## src/rtl/wash_sequencer.sv

```systemverilog
// Washing-machine programme sequencer: wash, N rinses, spin, then a timed finish.
// Time advances only on the one-cycle tick enable; all outputs come from registered state.
module wash_sequencer #(
  parameter int TIME_W    = 8,
  parameter int RINSE_MAX = 3,
  parameter int FINISH_T  = 5,
  parameter int RC_W      = $clog2(RINSE_MAX + 1)
) (
  input  logic              cp,
  input  logic              rst,
  input  logic              tick,
  input  logic              run_btn,
  input  logic              door_open,
  input  logic [TIME_W-1:0] wash_t,
  input  logic [TIME_W-1:0] rinse_t,
  input  logic [TIME_W-1:0] spin_t,
  input  logic [RC_W-1:0]   rinse_cnt,
  output logic [2:0]        state,
  output logic [1:0]        phase,
  output logic [TIME_W-1:0] remain,
  output logic [RC_W-1:0]   rinse_left,
  output logic              motor_on,
  output logic              drain_on,
  output logic              alarm,
  output logic              buzzer,
  output logic              done
);

  localparam logic [2:0] S_IDLE   = 3'd0;
  localparam logic [2:0] S_SET    = 3'd1;
  localparam logic [2:0] S_RUN    = 3'd2;
  localparam logic [2:0] S_PAUSE  = 3'd3;
  localparam logic [2:0] S_ERROR  = 3'd4;
  localparam logic [2:0] S_FINISH = 3'd5;

  localparam logic [1:0] PH_WASH  = 2'd0;
  localparam logic [1:0] PH_RINSE = 2'd1;
  localparam logic [1:0] PH_SPIN  = 2'd2;

  logic [2:0]        state_q, state_d, st_cur;
  logic [1:0]        phase_q, phase_d, ph_cur;
  logic [TIME_W-1:0] remain_q, remain_d;
  logic [RC_W-1:0]   rinse_left_q, rinse_left_d;
  logic              done_q, done_d;

  function automatic logic [2:0] dec_state(input logic [2:0] s);
    return (s > S_FINISH) ? S_IDLE : s;
  endfunction

  function automatic logic [1:0] dec_phase(input logic [1:0] p);
    return (p == 2'd3) ? PH_SPIN : p;
  endfunction

  function automatic logic [RC_W-1:0] sat_rinse(input logic [RC_W-1:0] n);
    return (n > RC_W'(RINSE_MAX)) ? RC_W'(RINSE_MAX) : n;
  endfunction

  assign st_cur = dec_state(state_q);
  assign ph_cur = dec_phase(phase_q);

  always_ff @(posedge cp) begin
    if (rst) begin
      state_q      <= S_IDLE;
      phase_q      <= PH_WASH;
      remain_q     <= '0;
      rinse_left_q <= '0;
      done_q       <= 1'b0;
    end else begin
      state_q      <= state_d;
      phase_q      <= phase_d;
      remain_q     <= remain_d;
      rinse_left_q <= rinse_left_d;
      done_q       <= done_d;
    end
  end

  always_comb begin
    state_d      = st_cur;
    phase_d      = ph_cur;
    remain_d     = remain_q;
    rinse_left_d = rinse_left_q;
    done_d       = 1'b0;
    case (st_cur)
      S_IDLE: begin
        if (!run_btn) state_d = S_SET;
      end
      S_SET: begin
        phase_d  = PH_WASH;
        remain_d = wash_t;
        if (run_btn && !door_open) begin
          state_d      = S_RUN;
          rinse_left_d = sat_rinse(rinse_cnt);
        end
      end
      S_RUN: begin
        // Pause/door/error transitions swallow a coincident tick.
        if (!run_btn)                            state_d = S_PAUSE;
        else if (door_open && ph_cur == PH_SPIN) state_d = S_ERROR;
        else if (door_open)                      state_d = S_PAUSE;
        else if (tick) begin
          if (remain_q > TIME_W'(1)) begin
            remain_d = remain_q - TIME_W'(1);
          end else if (ph_cur == PH_SPIN) begin
            state_d  = S_FINISH;
            remain_d = TIME_W'(FINISH_T);
            done_d   = 1'b1;
          end else if (rinse_left_q != '0) begin
            phase_d      = PH_RINSE;
            remain_d     = rinse_t;
            rinse_left_d = rinse_left_q - RC_W'(1);
          end else begin
            phase_d  = PH_SPIN;
            remain_d = spin_t;
          end
        end
      end
      S_PAUSE: begin
        if (run_btn && !door_open) state_d = S_RUN;
      end
      S_ERROR: begin
        if (!door_open) state_d = run_btn ? S_RUN : S_PAUSE;
      end
      S_FINISH: begin
        if (!run_btn) begin
          state_d = S_SET;
        end else if (tick) begin
          if (remain_q <= TIME_W'(1)) begin
            state_d  = S_IDLE;
            remain_d = '0;
          end else begin
            remain_d = remain_q - TIME_W'(1);
          end
        end
      end
      default: state_d = S_IDLE;
    endcase
  end

  always_comb begin
    state      = st_cur;
    phase      = ph_cur;
    remain     = remain_q;
    rinse_left = rinse_left_q;
    motor_on   = (st_cur == S_RUN);
    drain_on   = (st_cur == S_RUN) && (ph_cur == PH_SPIN);
    alarm      = (st_cur == S_ERROR);
    buzzer     = (st_cur == S_FINISH);
    done       = done_q;
  end

endmodule

```

## config.mk

```make
export PLATFORM = sky130hd
export DESIGN_NAME = wash_sequencer
export DESIGN_NICKNAME = d
export VERILOG_FILES = /design/src/rtl/wash_sequencer.sv
export SDC_FILE = /design/constraint.sdc
export NUM_CORES = 1
export LEC_CHECK = 0
export ABC_CLOCK_PERIOD_IN_PS = 5900
export CAP_MARGIN = 20
export CORE_UTILIZATION = 33
export DETAILED_ROUTE_END_ITERATION = 7
export PLACE_DENSITY_LB_ADDON = 0.3
export REMOVE_ABC_BUFFERS = 1
export SLEW_MARGIN = 40
export SYNTH_ARGS = -nofsm -noshare
export SYNTH_HDL_FRONTEND = slang
export SYNTH_SLANG_ARGS = --single-unit
```

## constraint.sdc

```tcl
create_clock -name cp -period 5.9 [get_ports cp]
set_clock_uncertainty 0.05 [all_clocks]
set_input_delay 1.18 -clock cp [delete_from_list [all_inputs] [get_ports cp]]
set_output_delay 1.18 -clock cp [all_outputs]
set_load 0.01 [all_outputs]
```

==> Yosys cells after proc, flatten, opt, wreduce, memory -nomap -nowiden <==
Cells that the tools add are included.
{ "word_totals": {"regBits": 16, "latchBits": 0, "mem_bits_rw": 0, "romBits": 0, "inputBits": 31, "output_inout_bits": 20, "elab_cells": 89, "n_memories": 0} }
{ "op_classes": {"addsub": 2, "multipliers": 0, "div_mod_pow": 0, "magnitude_cmp": 4, "eq_ne": 17, "shift": 0, "mux": 46, "bitwise": 3, "n_reduce_logical": 12} }
{ "op_table": {"columns": ["operator", "n"], "rows": [
  ["$mux 8", 10],
  ["$mux 3", 13],
  ["$mux 2", 17],
  ["$pmux 8 s3", 1],
  ["$ne 2x2->1 const B", 9],
  ["$pmux 3 s5", 1],
  ["$reduce_and 9->1", 1],
  ["$gt 8x1->1 const B", 1],
  ["$le 8x1->1 const B", 1],
  ["$pmux 2 s2", 2],
  ["$sub 8x1->8 const B", 1],
  ["$reduce_and 7->1", 1],
  ["$reduce_or 7->1", 1],
  ["$eq 3x2->1 const B", 2],
  ["$eq 3x3->1 const B", 2],
  ["$eq 2x2->1 const B", 2],
  ["$reduce_bool 2->1", 2],
  ["$eq 3x1->1 const B", 1],
  ["$gt 3x3->1 const B", 1],
  ["$logic_and 1x1->1", 3],
  ["$logic_not 3->1", 1],
  ["$not 1->1", 3],
  ["$reduce_bool 3->1", 1],
  ["$gt 2x2->1 const B", 1],
  ["other kinds (5)", 6]
]} }

==> Longest topological paths before layout <==
{ "depth": {"word_depth": 10, "mapped_depth": 8, "mapped_depth_nobuf": 7} }

==> Worst setup path before layout <==
No wires, ideal clock.
{ "synth_timing": {"kind": "input to register", "from": "input run_btn", "to": "register remain_q[2], in the netlist remain[2]", "setup_ns": 0.092, "t_arrival_ns": 2.404, "required_time_ns": 5.758, "slack_ns": 3.353, "stages": 7, "n_path_buf": 2, "cell_sequence": "clkbuf_1 -> nand2_1 -> nor2_1 -> a21o_1 -> clkbuf_1 -> o21ai_0 -> o32ai_1"} }
{ "synth_between": {"elab_chain_len": 2, "word_cells_on_any_way": 3, "classes_between": "eq/ne (2); reduce/logical (1)"} }
{ "synth_rtl": {"columns": ["item", "line_no", "rtl"], "rows": [
  ["from (decl)", "12", "input logic run_btn,"],
  ["$ne 2x2->1 (no source line)", null, null],
  ["$reduce_and 7->1 (no source line) *", null, null],
  ["to (signal assigned)", "71", "remain_q <= remain_d;"],
  ["to (decl)", "42", "logic [TIME_W-1:0] remain_q, remain_d;"]
]} }
Mark *: on every way between the ends. The rest lies on a longest branch, timed or not.
A chain may end at the register's enable or synchronous reset.

==> Worst setup path in the final report <==
{ "layout_timing": {"from": "register state_q[0]", "to": "output motor_on"} }
{ "layout_between": {"elab_chain_len": 3} }
{ "layout_rtl": {"columns": ["item", "line_no", "rtl"], "rows": [
  ["from (decl)", "40", "logic [2:0] state_q, state_d, st_cur;"],
  ["from (signal assigned)", "69", "state_q <= state_d;"],
  ["$gt 3x3->1", "47", "return (s > S_FINISH) ? S_IDLE : s;"],
  ["$mux 3 *", "47", null],
  ["$eq 3x2->1 *", "144", "motor_on = (st_cur == S_RUN);"],
  ["to (decl)", "22", "output logic motor_on,"]
]} }
Marked as above.

==> impl_metrics.py <==
metrics = {
    "clocking": {
        "clkTransAtPathRegs_ps": 60,
        "clk_path_buf_depth": 2,
        "ctsHtreeMaxLevel": 1,
        "insertion_delay_ps": 250,
        "cts_num_sinks": 16,
        "post_cts_resized": 0,
        "post_cts_buffers": 0,
        "cts_buffers": 3,
        "cts_tree": "done",
        "postCtsHoldBufs": 0,
        "root_buffer": "clkbuf_8",
    },
    "layout": {
        "area_growth_pct": 43.8,
        "post-route-util_pct": 50.1,
        "fillers": 390,
        "nets": 245,
        "n_antenna_cell": 0,
        "final_common_cell": "clkdlybuf4s50_1",
        "seqCellArea_um2": 320,
        "layout_common_cells": "50 x clkdlybuf4s50_1, 17 x nor2_1, 16 x dfxtp_1, 15 x a21oi_1, 13 x o21ai_0",
        "drive_gt1_share_pct": 7.62,
        "multi_input_area_um2": 887,
        "final_cell_count_no_fill": 258,
    },
    "drt": {
        "dr.pass1.iters": 4,
        "wl_um": 3640,
        "routedWlPerCell_um": 14.1,
        "avgViaCountPerCell": 5.78,
        "vias": 1490,
        "drcViolationCount": 0,
        "antenna_left": 0,
        "drtIter0Drc": 166,
    },
    "placement": {
        "place_congestion": 0.860,
        "dp.cells": 254,
        "port_buffers": 50,
        "hpwl_um": 2660,
    },
    "die": {
        "dieArea_um2": 4180,
        "fp.dieH_um": 64.6,
        "die_w_um": 64.6,
        "rows": 22,
        "start_util_pct": 34.8,
        "ios": 51,
        "core-area_um2": 3720,
    },
    "pwr": {
        "p_clk_share_pct": 26.4,
        "sw_frac_of_total_pct": 33.5,
        "pwr-share-seq_pct": 34.7,
        "power_switching_uw": 125,
        "combPwrFrac_pct": 38.9,
        "power.internal_uw": 248,
        "ir_worst_vdd_uv": 85.4,
        "p_total_uw": 373,
        "p_per_area_nw_per_um2": 200,
        "p_leak_uw": 0.000654,
    },
    "yosys": {
        "ys_seq_area_share_pct": 24.8,
        "synth_edf_count": 0,
        "ys_ff_latch": 16,
        "ys_async_sr_fraction_pct": 0,
        "synth-main-ff-cell": "dfxtp_1",
        "ys_types": 45,
        "synth_cells": 168,
        "ys_warn_count": 0,
        "syn_area_per_cell_um2": 7.70,
        "syn_area_um2": 1290,
    },
    "setup_path": {
        "cp_max_fo": 12,
        "endpoint_kind": "output port",
        "cp-start-kind": "register",
        "critPathBufInv": 2,
        "slowest_delay_ps": 620,
        "worstSetupPathDepth": 3,
        "critPathRequiredTime_ps": 4670,
        "r2r-end": "remain[0]$_SDFFE_PP0P_",
        "rrSetupSlack_ps": 3300,
        "cpLargestDelayFamily": "buffers and inverters",
        "r2r_start": "state_q[0]$_SDFF_PP0_",
        "crit_type": "reg2out",
        "crit_chain": "or3b_2 > clkinv_1 > clkdlybuf4s50_1",
        "worstPathArrival_ps": 2090,
        "r2r_cells": 6,
        "cpMaxStageDelayCell": "or3b_2",
    },
    "min_path": {
        "min_path_type": "reg2reg",
        "min_to": "rinse_left[1]$_SDFFE_PP0P_",
        "hp-start": "rinse_left[1]$_SDFFE_PP0P_",
        "min_path_cells": 2,
    },
    "run": {
        "maxCapViolCount": 0,
    },
    "grt": {
        "grt_pass1_vias": 1366,
        "grt_max_degree": 21,
        "grt-ovfl-total": 0,
        "grt.total_usage_pct": 18.5,
        "antenna_found_initial": 0,
        "grt_first_pass_wirelength_um": 6140,
    },
    "run_status": {
        "status": "completed",
    },
    "timing": {
        "period_share_pct": 56.2,
        "relSlewSlack_pct": 47.4,
        "finalSetupViolCount": 0,
        "hold_viol": 0,
        "slew_violations": 0,
        "rsz0062_at_grt": "false",
        "period_needed_ps": 3320,
        "timing.setup.tns_ps": 0,
        "fmax_ghz": 0.301,
        "worst_slew_pin_slew_ps": 784,
        "hold_ws_ps": 440,
    },
}
cells in the mapped netlist (all sizes together), types with 3 or more instances:
master / n / area share [%]
nor2: 17 / 4.9
dfxtp: 16 / 25
a21oi: 15 / 5.8
o21ai: 14 / 5.7
clkbuf: 9 / 2.6
inv: 9 / 2.6
mux2: 6 / 5.2
a31oi: 5 / 2.4
nand2: 5 / 1.5
nand2b: 5 / 2.4
nand3: 5 / 1.9
a311oi: 4 / 2.7
nor3: 4 / 1.5
nor4: 4 / 3.1
a211oi: 3 / 1.7
a22oi: 3 / 1.7
buf: 3 / 1.2
ha: 3 / 2.9
mux2i: 3 / 2.3
o32ai: 3 / 2.0
or3: 3 / 1.5
worst max path at each step:
stage / start / endpoint / slack (ps)
after CTS: state_q[2]$_SDFF_PP0_ / motor_on / 2600
final: state_q[0]$_SDFF_PP0_ / motor_on / 2580
after floorplan: state_q[2]$_SDFF_PP0_ / drain_on / 3540
after global placement: rst / phase_q[0]$_SDFF_PP0_ / 2730
after detailed placement: rst / phase_q[0]$_SDFF_PP0_ / 2640
after global routing: state_q[1]$_SDFF_PP0_ / motor_on / 2510
registers in the layout, indices dropped and copies added, names as in the netlist:
signal,cells
rinse_left,2
remain,8
done,1
state_q,3
phase_q,2
metal layers:
| metal | GRT usage, % | wire length [um] | vias up |
|---|---|---|---|
| li1 | - | - | 720 |
| met1 | 24.1 | 1650 | 691 |
| met2 | 30.7 | 1670 | 73 |
| met3 | 4.05 | 288 | 6 |
| met4 | 4.44 | 31 | 0 |
| met5 | 0 | 0 | - |
power groups by stage:
stage | registers, uW | clock network [uW] | logic, uW
finish | 129 | 98.4 | 145
detailed placement | 132 | 0 | 144
global placement | 132 | 0 | 143
CTS | 129 | 101 | 145
floorplan | 131 | 0 | 84.7
global route | 131 | 107 | 161
worst register-to-register path, stage by stage, from the launching register on:
cell,delay [ps]
dfxtp_1,540
or3b_2,330
clkinv_1,310
a21oi_1,670
nor2_1,240
a22oi_1,200
a221oi_1,100
metrics by stage:
step                instance area, um^2  setup slack [ps]
finish                             1860              2580
global route                       1860              2510
CTS                                1860              2600
detailed placement                 1810              2640
global placement                   1810              2730
floorplan                          1240              3540
cell type report:
type,count,area share [%]
Multi-Input combinational cell,130,47.7
Timing Repair Buffer,50,26.9
Sequential cell,16,17.2
Tap cell,48,3.23
Clock buffer,4,2.96
Inverter,10,2.02
cells by family after synthesis:
family                     count (synthesis)  share of synthesized area (%)
AOI/OAI and AO/OA                         64                           34.0
xor gates and xnor gates                   2                           1.35
buffers and inverters                     22                           6.67
muxes                                      9                           7.54
adders and majority gates                  3                           2.90
and+or+nand+nor                           52                           22.7
DFF                                       16                           24.8
Power figures use the tool's default switching activity.
